`src/rtl/fb_pkg.sv`:
```
// Shared framebuffer constants for the write-side engine: geometry, op codes,
// colour codes and the clipped-rectangle record handed to the address walker.
package fb_pkg;

  localparam int PX_WIDTH  = 160;  // logical pixels per row (4x4 screen pixels each)
  localparam int PX_HEIGHT = 120;  // logical rows
  localparam int ADDR_W    = 16;   // PX_WIDTH*PX_HEIGHT = 19200 fits in 2^16

  localparam logic OP_FILL  = 1'b0;
  localparam logic OP_CLEAR = 1'b1;

  localparam logic [2:0] COL_BG     = 3'd0;
  localparam logic [2:0] COL_RED    = 3'd1;
  localparam logic [2:0] COL_ORANGE = 3'd2;
  localparam logic [2:0] COL_YELLOW = 3'd3;
  localparam logic [2:0] COL_PLAYER = 3'd6;

  // Clipped rectangle: start is inclusive, end is exclusive.
  typedef struct packed {
    logic [7:0] x0;
    logic [8:0] x1;
    logic [6:0] y0;
    logic [7:0] y1;
  } rect_t;

  // Address of column 0 in a given row. Constant multiply, used only when a
  // command is loaded; the walker advances rows by addition.
  function automatic logic [ADDR_W-1:0] row_base_of(input logic [6:0] row);
    return ADDR_W'(row) * ADDR_W'(PX_WIDTH);
  endfunction

endpackage

```
`src/rtl/fb_addr_walker.sv`:
```
// Raster-order address generator for one clipped rectangle. Holds the column,
// row and running row base address; a step moves one pixel right, wrapping to
// the next row at the right edge.
module fb_addr_walker
  import fb_pkg::*;
(
  input  logic              dclk,
  input  logic              clr,
  input  logic              load,
  input  logic              step,
  input  logic [7:0]        x_start,
  input  logic [8:0]        x_end,
  input  logic [6:0]        y_start,
  input  logic [7:0]        y_end,
  output logic [ADDR_W-1:0] addr,
  output logic              last
);

  logic [7:0]        col_q, col_d;
  logic [6:0]        row_q, row_d;
  logic [ADDR_W-1:0] row_base_q, row_base_d;
  logic [7:0]        x_start_q, x_start_d;
  logic [8:0]        x_end_q, x_end_d;
  logic [7:0]        y_end_q, y_end_d;
  logic              row_end;

  assign row_end = ({1'b0, col_q} == (x_end_q - 9'd1));
  assign last    = row_end && ({1'b0, row_q} == (y_end_q - 8'd1));
  assign addr    = row_base_q + ADDR_W'(col_q);

  // Next position: reload on a new command, otherwise advance on step.
  always_comb begin
    // NOTE: every always_comb output gets a default first so no path leaves it
    // unassigned, which would infer a latch.
    col_d      = col_q;
    row_d      = row_q;
    row_base_d = row_base_q;
    x_start_d  = x_start_q;
    x_end_d    = x_end_q;
    y_end_d    = y_end_q;
    if (load) begin
      col_d      = x_start;
      row_d      = y_start;
      row_base_d = row_base_of(y_start);
      x_start_d  = x_start;
      x_end_d    = x_end;
      y_end_d    = y_end;
    end else if (step) begin
      if (row_end) begin
        col_d      = x_start_q;
        row_d      = row_q + 7'd1;
        row_base_d = row_base_q + ADDR_W'(PX_WIDTH);
      end else begin
        col_d = col_q + 8'd1;
      end
    end
  end

  // Position and bound registers.
  always_ff @(posedge dclk or posedge clr) begin
    if (clr) begin
      col_q      <= '0;
      row_q      <= '0;
      row_base_q <= '0;
      x_start_q  <= '0;
      x_end_q    <= '0;
      y_end_q    <= '0;
    end else begin
      // NOTE: sequential state uses non-blocking assignments so every register
      // samples pre-edge values regardless of statement order.
      col_q      <= col_d;
      row_q      <= row_d;
      row_base_q <= row_base_d;
      x_start_q  <= x_start_d;
      x_end_q    <= x_end_d;
      y_end_q    <= y_end_d;
    end
  end

endmodule

```
`src/rtl/fb_rect_writer.sv`:
```
// Framebuffer write engine: accepts fill-rectangle / clear-screen commands on
// a valid/ready handshake, clips them to the screen and emits one write per
// dclk in raster order. Optional macro FB_VBLANK_GATE_EN adds a vblank input
// that stalls writing outside vertical blanking.
module fb_rect_writer
  import fb_pkg::*;
(
  input  logic              dclk,
  input  logic              clr,
`ifdef FB_VBLANK_GATE_EN
  input  logic              vblank,
`endif
  input  logic              cmd_valid,
  output logic              cmd_ready,
  input  logic              cmd_op,
  input  logic [7:0]        cmd_x,
  input  logic [6:0]        cmd_y,
  input  logic [7:0]        cmd_w,
  input  logic [6:0]        cmd_h,
  input  logic [2:0]        cmd_color,
  output logic [ADDR_W-1:0] wmemaddr,
  output logic [2:0]        wmemdata,
  output logic              wmemen,
  output logic              busy,
  output logic              done
);

  localparam logic [1:0] ST_IDLE  = 2'd0;
  localparam logic [1:0] ST_WRITE = 2'd1;
  localparam logic [1:0] ST_DONE  = 2'd2;

  logic [1:0]        state_q, state_d;
  logic [2:0]        color_q, color_d;
  logic [8:0]        x_sum;
  logic [7:0]        y_sum;
  rect_t             clip;
  logic              clip_empty;
  logic              accept;
  logic              go;
  logic              walk_step;
  logic              walk_last;
  logic [ADDR_W-1:0] walk_addr;

`ifdef FB_VBLANK_GATE_EN
  assign go = vblank;
`else
  assign go = 1'b1;
`endif

  assign cmd_ready = (state_q == ST_IDLE);
  assign accept    = cmd_valid && cmd_ready;
  assign walk_step = (state_q == ST_WRITE) && go;

  assign wmemen   = walk_step;
  assign wmemaddr = (state_q == ST_WRITE) ? walk_addr : '0;
  assign wmemdata = (state_q == ST_WRITE) ? color_q : '0;
  assign busy     = (state_q != ST_IDLE);
  assign done     = (state_q == ST_DONE);

  // Clip the incoming command to the screen; the sums are one bit wider than
  // the operands so an overhanging rectangle cannot wrap.
  always_comb begin
    x_sum = {1'b0, cmd_x} + {1'b0, cmd_w};
    y_sum = {1'b0, cmd_y} + {1'b0, cmd_h};
    clip  = '0;
    if (cmd_op == OP_CLEAR) begin
      clip.x1 = 9'(PX_WIDTH);
      clip.y1 = 8'(PX_HEIGHT);
    end else begin
      clip.x0 = cmd_x;
      clip.y0 = cmd_y;
      clip.x1 = (x_sum > 9'(PX_WIDTH))  ? 9'(PX_WIDTH)  : x_sum;
      clip.y1 = (y_sum > 8'(PX_HEIGHT)) ? 8'(PX_HEIGHT) : y_sum;
    end
    clip_empty = ({1'b0, clip.x0} >= clip.x1) || ({1'b0, clip.y0} >= clip.y1);
  end

  // Command FSM: IDLE -> WRITE (or straight to DONE when nothing to draw) -> DONE -> IDLE.
  always_comb begin
    state_d = state_q;
    color_d = color_q;
    case (state_q)
      ST_IDLE: begin
        if (accept) begin
          color_d = cmd_color;
          state_d = clip_empty ? ST_DONE : ST_WRITE;
        end
      end
      ST_WRITE: begin
        if (walk_step && walk_last) state_d = ST_DONE;
      end
      ST_DONE:  state_d = ST_IDLE;
      default:  state_d = ST_IDLE;
    endcase
  end

  // FSM state and latched colour.
  always_ff @(posedge dclk or posedge clr) begin
    if (clr) begin
      state_q <= ST_IDLE;
      color_q <= '0;
    end else begin
      state_q <= state_d;
      color_q <= color_d;
    end
  end

  fb_addr_walker u_walker (
    .dclk    (dclk),
    .clr     (clr),
    .load    (accept),
    .step    (walk_step),
    .x_start (clip.x0),
    .x_end   (clip.x1),
    .y_start (clip.y0),
    .y_end   (clip.y1),
    .addr    (walk_addr),
    .last    (walk_last)
  );

endmodule

```
`config.mk`:
```
export PLATFORM = sky130hd
export DESIGN_NAME = fb_rect_writer
export DESIGN_NICKNAME = d
export VERILOG_FILES = /design/src/rtl/fb_pkg.sv /design/src/rtl/fb_addr_walker.sv /design/src/rtl/fb_rect_writer.sv
export SDC_FILE = /design/constraint.sdc
export NUM_CORES = 1
export LEC_CHECK = 0
export BUFFER_PORTS_ARGS = -buffer_cell sky130_fd_sc_hd__buf_2
export CORE_ASPECT_RATIO = 0.6
export CORE_UTILIZATION = 61
export DETAILED_ROUTE_END_ITERATION = 10
export PLACE_DENSITY = 0.87
export SYNTH_ARGS = -nofsm -noshare
export SYNTH_HDL_FRONTEND = slang
export SYNTH_SLANG_ARGS = --single-unit
```
`constraint.sdc`:
```
create_clock -name dclk -period 4.2 [get_ports dclk]
set_input_delay 0.21 -clock dclk [delete_from_list [all_inputs] [get_ports dclk]]
set_output_delay 0.21 -clock dclk [all_outputs]
set_load 0.02 [all_outputs]
```
==> run_results.csv, run 1 <==
group,metric,value,unit
run_status,status,"finished clean",
synth,synth_area_leader_cell,"dfrtp_1",
detailed_routing,routed_wl,12300,um
floorplanning,start_util,0.650,
setup_path,worstSetupStartpoint,"cmd_x[0]",
power,p_leak,2.45,nW
power,ir_worst_vdd,0.252,mV
job,max_cap_violations,0,
power,seq_power_share,0.312,
timing,worst_slew_pin_slew,1.18,ns
power,cellPowerDensity,651,mW/mm^2
detailed_routing,vias,4496,
place,dp_slack,0.328,ns
timing,maxSlewViolCount,0,
synth,ys_seq_area_frac,0.288,
global_routing,grt_pass1_wl,20600,um
global_routing,antenna_found_initial,0,
setup_path,rrSetupSlack,0.71,ns
synth,synth_area_per_cell,8.27,um^2
place,placed_area,0.00522,mm^2
floorplanning,die_area,0.00834,mm^2
detailed_routing,remaining_drc_errors,0,
min_path,hp-class,"primary input to asynchronous set/reset pin",
timing,fin_tns_setup,0,ns
finish,fin_cells,738,
power,p_sw_frac,0.476,
finish,final_cell_mix,"nand2_1, buf_2, dfrtp_1, nor2_1, ha_1",
timing,hold_ws,0.0975,ns
synth,synthTopCellsByArea,"dfrtp_1, ha_1, xnor2_1, nand2_1, o21ai_0",
power,p_int,1.83,mW
setup_path,cp_max_fo,8,
finish,final_cell_area,0.00537,mm^2
timing,rsz0062_at_grt,"false",
cts,path_clk_slew,0.07,ns
floorplanning,num_rows,24,
setup_path,crit_type,"primary input to flop",
finish,syn2layout_area_growth,10.4,%
cts,cts_buffer_depth,2,
cts,clkSinkCount,56,
timing,fmax,0.274,GHz
synth,syn_inst,588,
timing,slew_headroom,0.211,
floorplanning,fp.coreArea,0.00748,mm^2
synth,synth_edf_count,0,
cts,post-cts-setup-buffers,0,
finish,nets,721,
synth,async_flop_share,1.00,
detailed_routing,firstDrtPassIters,5,
setup_path,crit_path_end_kind,"flop",
global_routing,track_usage,0.317,
place,dpl.hpwl,9310,um
power,power_frac_comb,0.561,
finish,fin_util,0.718,
finish,n_antenna_cell,0,
global_routing,grt_pass1_vias,4251,
setup_path,critPathLaunchType,"primary input",
cts,cts_buffers,5,
cts,ctsHoldBuffers,0,
place,dp_cells,730,
setup_path,reg2reg_from,"u_walker.x_end_q[0]",
synth,ys_types,55,
cts,cts_resized,0,
floorplanning,die_x,117,um
power,pwr-share-clk,0.127,
timing,setup_slack,0.551,ns
detailed_routing,wl_per_cell,16.7,um
synth,ys.warnings.count,0,
synth,ys_ff_latch,56,
place,port_buffers,59,
timing,finalHoldViolCount,0,
timing,fin_skew,0.00975,ns
floorplanning,die_y,71.2,um
floorplanning,io_pins,60,
place,gp_congestion,0.917,
detailed_routing,viasPerCell,6.09,
timing,fin_crit_sh,0.869,
cts,cts_tree,"built",
synth,netlist_area,0.00486,mm^2
timing,finalSetupViolations,0,
detailed_routing,ant_nets,0,
setup_path,cp.required,4.35,ns
synth,ys.flop_type,"dfrtp_1",
global_routing,gr-total-overflow,0,
power,p_sw,1.66,mW
setup_path,cp.arrival,3.80,ns
synth,synth_top_area_frac,0.288,
power,fin_total_pwr,3.49,mW
cts,htreeDepth,2,
cts,cts_root_buf,"clkbuf_16",
synth,syn-num-nets,676,
cts,insertion_delay,0.30,ns
global_routing,grt_start_max_net_pins,75,
timing,period_needed,3.65,ns
detailed_routing,dr.first_iter.drc_count,393,
finish,drive_above_1_share,0.140,
==> power groups by stage <==
| stage | combinational (mW) | sequential, mW | clock (mW) |
|---|---|---|---|
| 3_5_place_dp | 1.94 | 1.09 | 0 |
| 4_1_cts | 1.96 | 1.08 | 0.447 |
| 5_1_grt | 2.20 | 1.12 | 0.470 |
| 2_1_floorplan | 1.55 | 0.962 | 0 |
| 6_report | 1.96 | 1.09 | 0.443 |
| 3_3_place_gp | 1.85 | 1.06 | 0 |
==> worst max-delay path: stages <==
cell and delay [ns]:
buf_2 0.09, ha_1 0.19, inv_1 0.07, fa_1 0.40
nor2b_1 0.17, o31a_1 0.17, o21ai_0 0.11, o21ai_0 0.37
nor2_1 0.16, a21oi_1 0.46, nor2_1 0.09, ha_1 0.30
nand2b_1 0.14, a21oi_1 0.15, nor2b_1 0.06, o211ai_1 0.15
a21oi_1 0.09, nor3_1 0.28, o22ai_1 0.12
==> layer usage <==
layer	share of wire	up-vias	track usage	routed length [um]
met5	0	-	0	0
met4	0.015	0	0.105	183
met3	0.068	18	0.0480	837
met2	0.42	185	0.456	5160
met1	0.50	2090	0.483	6160
li1	-	2203	-	-
==> worst paths after layout <==
kind                                                 to  cells past startpoint
max in group asynchronous             u_walker.col_q[1]                      3
worst max-delay path                         state_q[1]                     19
min in group dclk                            color_q[2]                      3
worst max register to register  u_walker.row_base_q[12]                      9
worst min-delay path                         color_q[0]                      3
worst min register to register               color_q[0]                      2
==> cells by family (layout without fill, tap and decap cells) <==
kind of cell,after synthesis,in the layout,synth area share
buf+inv,50,96,0.0401
simple gates,232,232,0.240
compound gates,144,144,0.193
flops,56,56,0.288
xor+xnor,45,45,0.0811
mux,10,10,0.0214
fa+ha+maj,51,51,0.136
==> state kept, by name, indices dropped and copies added (netlist names) <==
register / flops
u_walker.row_base_q: 11
u_walker.x_end_q: 9
state_q: 2
u_walker.row_q: 7
u_walker.y_end_q: 8
u_walker.col_q: 8
color_q: 3
u_walker.x_start_q: 8
==> cell usage after synthesis (all sizes together), types with 3 or more instances <==
library cell and count:
nand2 61, dfrtp 56, nor2 51, ha 48
o21ai 39, a21oi 31, xnor2 29, inv 26
clkbuf 22, nand3 18, nor2b 17, xor2 16
nor3 15, and2 14, or3 14, a31oi 13
nand2b 9, or4 8, a21o 7, mux2i 7
o31ai 7, a211oi 6, o21a 6, or2 6
nand4 5, o21bai 5, o22ai 5, nand3b 4
o211ai 4, fa 3, mux2 3, nor3b 3
nor4 3, o221ai 3
==> final cells by class <==
class,instances,area [um^2]
repair buffers,62,318
well taps,104,130
clock buffers,6,139
multi-input cells,482,3270
fillers,577,2110
clock inverters,2,13.8
inverters,26,97.6
flip-flops and latches,56,1400
Note: power is estimated with default switching activity, not from simulation.
==> inputs of run 2 (changes only) <==
Settings changed: REMOVE_ABC_BUFFERS from default to 1, SLEW_MARGIN from default to 30.
==> run_results.csv, run 2 (same netlist as run 1, synthesis figures left out) <==
group,metric,value,unit
run_status,status,"finished clean",
finish,nets,724,
timing,rsz0062_at_grt,"false",
cts,post-cts-setup-buffers,0,
global_routing,use_met1,0.452,
timing,slew_headroom,0.472,
timing,fin_skew,0.00853,ns
cts,cts_root_buf,"clkbuf_16",
setup_path,cp.arrival,3.76,ns
global_routing,grt_pass1_wl,20300,um
finish,largest_reg_flops,11,
place,gp_congestion,0.873,
global_routing,antenna_found_initial,0,
timing,finalSetupViolations,0,
finish,largestRegisters,"u_walker.row_base_q (11), u_walker.x_end_q (9)",
detailed_routing,viasPerCell,6.31,
global_routing,gr-total-overflow,0,
global_routing,met2_usage,0.482,
setup_path,crit_type,"primary input to flop",
floorplanning,die_area,0.00834,mm^2
setup_path,cpMostUsedCell,"a21oi_1",
detailed_routing,dr.first_iter.drc_count,470,
floorplanning,num_rows,24,
floorplanning,die_y,71.2,um
global_routing,busiest_layer,"met2",
timing,fin_crit_sh,0.864,
power,p_sw_frac,0.480,
cts,htreeDepth,2,
timing,setup_slack,0.573,ns
detailed_routing,remaining_drc_errors,0,
finish,syn2layout_area_growth,10.5,%
detailed_routing,routed_wl,12400,um
cts,path_clk_slew,0.07,ns
power,cellPowerDensity,650,mW/mm^2
power,power_frac_comb,0.568,
finish,fill_cells,582,
timing,finalHoldViolCount,0,
setup_path,cp_max_fo,8,
timing,fin_tns_setup,0,ns
setup_path,path_cells,"buf_2 -> ha_1 -> inv_1 -> fa_1 -> nor2b_1 -> o31a_1 -> o21ai_0 -> o21ai_0 -> nor2_1 -> a21oi_1 -> nor2_1 -> ha_1 -> nand2b_1 -> a21oi_1 -> nor2b_1 -> o211ai_1 -> a21oi_1 -> nor3_1 -> o22ai_1",
setup_path,cp.required,4.34,ns
floorplanning,io_pins,60,
floorplanning,die_x,117,um
power,pwr-share-clk,0.117,
floorplanning,fp.coreArea,0.00748,mm^2
detailed_routing,wl_per_cell,16.8,um
setup_path,cp_slowest_cell,"a21oi_1",
finish,n_antenna_cell,0,
cts,clkSinkCount,56,
cts,cts_buffer_depth,2,
cts,insertion_delay,0.30,ns
timing,period_needed,3.63,ns
cts,ctsHoldBuffers,0,
global_routing,grt_start_max_net_pins,57,
min_path,hp-class,"primary input to flop",
detailed_routing,firstDrtPassIters,7,
setup_path,critPathLaunchType,"primary input",
power,seq_power_share,0.315,
timing,fmax,0.276,GHz
power,p_int,1.82,mW
setup_path,crit_path_end_kind,"flop",
power,p_leak,2.45,nW
detailed_routing,vias,4670,
floorplanning,start_util,0.650,
cts,cts_resized,0,
global_routing,grt_pass1_vias,4288,
power,p_sw,1.68,mW
finish,largest_register,"u_walker.row_base_q",
setup_path,slowest_delay,0.43,ns
timing,maxSlewViolCount,0,
global_routing,use_met3,0.0566,
finish,final_cell_mix,"nand2_1, buf_2, dfrtp_1, nor2_1, ha_1",
place,dpl.hpwl,9260,um
timing,worst_slew_pin_slew,0.790,ns
job,max_cap_violations,0,
cts,cts_buffers,5,
finish,drive_above_1_share,0.142,
place,port_buffers,59,
power,fin_total_pwr,3.49,mW
cts,cts_tree,"built",
power,ir_worst_vdd,0.231,mV
global_routing,track_usage,0.312,
place,dp_slack,0.320,ns
detailed_routing,ant_nets,0,
-- run 2: final timing paths --
check	start	end	slack (ns)	cells after the start
min in group asynchronous	clr	u_walker.col_q[0]	0.12	3
max in group asynchronous	clr	u_walker.row_q[1]	3.59	3
min	cmd_color[1]	color_q[1]	0.11	3
max reg2reg	u_walker.x_end_q[0]	u_walker.row_base_q[12]	0.73	9
max	cmd_x[0]	state_q[1]	0.57	19
min reg2reg	color_q[0]	color_q[0]	0.48	2
-- run 2: power by group through the flow --
stage          Combinational [mW]  Sequential, mW  Clock [mW]
2_1_floorplan                1.49           0.990           0
3_3_place_gp                 1.87            1.07           0
3_5_place_dp                 1.96            1.09           0
4_1_cts                      1.97            1.08       0.410
5_1_grt                      2.20            1.14       0.429
6_report                     1.99            1.10       0.408
-- run 2: stage by stage --
step,utilization,std cells,hold WS (ns),area (um^2)
2_1_floorplan,-,564,0.315,4760
3_3_place_gp,0.700,733,0.402,5240
3_5_place_dp,0.700,733,0.417,5240
4_1_cts,0.718,740,0.110,5370
5_1_grt,0.718,740,0.120,5370
6_report,0.718,740,0.109,5370
-- run 2: critical path: cells and delay by family --
family | cells | cell delay [ns]
fa+ha+maj | 3 | 0.90
simple gates | 6 | 0.94
compound gates | 8 | 1.55
buf+inv | 2 | 0.16
-- run 2: area by class of cell --
class,count,area (um^2),area share
Timing Repair Buffer,65,340,0.0634
Clock buffer,6,129,0.0240
Inverter,26,97.6,0.0182
Tap cell,104,130,0.0242
Clock inverter,1,5.00,0.000932
Sequential cell,56,1400,0.261
Multi-Input combinational cell,482,3270,0.608
-- run 2: per-layer routing --
metal	wire [um]	share of wire
met1	5760	0.46
met2	5440	0.44
met3	1010	0.081
met4	207	0.017
met5	0	0
==> inputs of run 3 (changes only) <==
Settings changed: CORE_UTILIZATION 61 to 55, PLACE_DENSITY 0.87 to 0.8.
==> run_results.csv, run 3 (same netlist as run 1, synthesis figures left out) <==
group,metric,value,unit
run_status,status,"finished clean",
place,dp_cells,741,
floorplanning,die_area,0.00923,mm^2
finish,largestRegisters,"u_walker.row_base_q (11), u_walker.x_end_q (9)",
setup_path,cp_max_fo,8,
detailed_routing,routed_wl,12200,um
cts,cts_tree,"built",
job,max_cap_violations,0,
place,dpl.hpwl,9230,um
cts,cts_resized,0,
timing,finalSetupViolations,0,
floorplanning,io_pins,60,
floorplanning,start_util,0.568,
setup_path,slowest_delay,0.48,ns
global_routing,gr-total-overflow,0,
finish,syn2layout_area_growth,11.0,%
min_path,hp-class,"primary input to flop",
finish,final_cell_mix,"nand2_1, buf_2, dfrtp_1, nor2_1, ha_1",
floorplanning,die_y,74.8,um
setup_path,cp.required,4.43,ns
place,gp_congestion,0.860,
place,port_buffers,59,
cts,post-cts-setup-buffers,0,
global_routing,antenna_found_initial,0,
setup_path,cp.arrival,3.99,ns
setup_path,critPathLaunchType,"primary input",
floorplanning,fp.coreArea,0.00856,mm^2
global_routing,track_usage,0.275,
cts,cts_buffer_depth,2,
detailed_routing,wl_met3,787,um
finish,fill_cells,728,
finish,n_antenna_cell,0,
cts,cts_buffers,5,
finish,largest_register,"u_walker.row_base_q",
timing,finalHoldViolCount,0,
floorplanning,num_rows,26,
timing,fin_tns_setup,0,ns
timing,period_needed,3.76,ns
detailed_routing,remaining_drc_errors,0,
global_routing,grt_pass1_wl,20000,um
timing,fmax,0.266,GHz
power,p_leak,2.46,nW
cts,htreeDepth,2,
cts,ctsHoldBuffers,0,
place,dp_slack,0.231,ns
detailed_routing,wl_per_cell,16.3,um
detailed_routing,dr.first_iter.drc_count,333,
cts,cts_root_buf,"clkbuf_16",
detailed_routing,vias,4564,
finish,drive_above_1_share,0.146,
power,cellPowerDensity,645,mW/mm^2
setup_path,crit_path_end_kind,"flop",
cts,clkSinkCount,56,
detailed_routing,maxUsedRoutingLayer,"met4",
detailed_routing,firstDrtPassIters,6,
finish,nets,724,
timing,worst_slew_pin_slew,0.726,ns
detailed_routing,ant_nets,0,
timing,slew_headroom,0.515,
timing,rsz0062_at_grt,"false",
global_routing,grt_pass1_vias,4242,
timing,setup_slack,0.435,ns
setup_path,path_cells,"buf_2 -> ha_1 -> inv_1 -> fa_1 -> nor2b_1 -> o31a_1 -> o21ai_0 -> o21ai_0 -> nor2_1 -> a21oi_1 -> nor2_1 -> ha_1 -> nand2b_1 -> a21oi_1 -> nor2b_1 -> o211ai_1 -> a21oi_1 -> nor3_1 -> a22o_1",
cts,path_clk_slew,0.07,ns
setup_path,cpMostUsedCell,"a21oi_1",
detailed_routing,wl_met2,5220,um
setup_path,crit_type,"primary input to flop",
global_routing,grt_start_max_net_pins,57,
finish,fin_cells,749,
timing,maxSlewViolCount,0,
cts,insertion_delay,0.29,ns
detailed_routing,wl_met1,6060,um
finish,largest_reg_flops,11,
power,ir_worst_vdd,0.389,mV
floorplanning,die_x,123,um
setup_path,cp.buffers_inverters,2,
setup_path,crit_family,"compound AO/OA/AOI/OAI gates",
setup_path,cp_slowest_cell,"a21oi_1",
timing,fin_skew,0.00618,ns
detailed_routing,viasPerCell,6.09,
timing,fin_crit_sh,0.896,
-- run 3: changes by cell type in the layout (fill, tap and decap cells not counted) --
cell,change
clkbuf_1,-1
clkinv_2,+1
and2_2,+1
clkbuf_8,+1
and2_1,-1
-- run 3: power breakdown --
| part | internal (mW) | total [mW] | switching, mW |
|---|---|---|---|
| sequential | 0.766 | 1.10 | 0.333 |
| combinational | 0.828 | 1.96 | 1.13 |
| clock | 0.236 | 0.425 | 0.190 |
| total | 1.83 | 3.48 | 1.65 |
-- run 3: final timing paths --
check / end / start / cells after the start / slack, ns
max: state_q[0] / cmd_x[0] / 19 / 0.44
min: color_q[2] / cmd_color[2] / 3 / 0.11
max reg2reg: u_walker.row_base_q[10] / u_walker.x_end_q[0] / 9 / 0.71
min in group asynchronous: u_walker.x_end_q[5] / clr / 3 / 0.12
max in group asynchronous: u_walker.row_base_q[14] / clr / 3 / 3.61
min reg2reg: color_q[2] / color_q[2] / 2 / 0.47
-- run 3: area by class of cell --
class                      count  area (um^2)  share of cell area
tap                          112          140              0.0260
clock inverter                 2         10.0             0.00185
clock buffer                   6          139              0.0257
inverter                      26         97.6              0.0181
sequential                    56         1400               0.260
timing repair buffer          65          340              0.0631
multi-input combinational    482         3270               0.606
-- run 3: metal layers --
metal / global-route usage / vias to the layer above
li1: - / 2208
met1: 0.401 / 2166
met2: 0.436 / 175
met3: 0.0379 / 15
met4: 0.0629 / 0
met5: 0 / -
-- run 3: stage by stage --
| stage | utilization | power (mW) | instance area [um^2] | hold slack, ns |
|---|---|---|---|---|
| after floorplan | - | 2.48 | 4760 | 0.315 |
| after global placement | 0.613 | 2.92 | 5250 | 0.405 |
| after detailed placement | 0.613 | 3.03 | 5250 | 0.415 |
| after CTS | 0.631 | 3.46 | 5400 | 0.117 |
| after global routing | 0.631 | 3.77 | 5400 | 0.131 |
| final | 0.631 | 3.48 | 5400 | 0.114 |
-- run 3: worst min-delay path, cell delays in order --
cell and delay [ns]:
buf_2 0.07, nand2_1 0.04, nand2_1 0.05
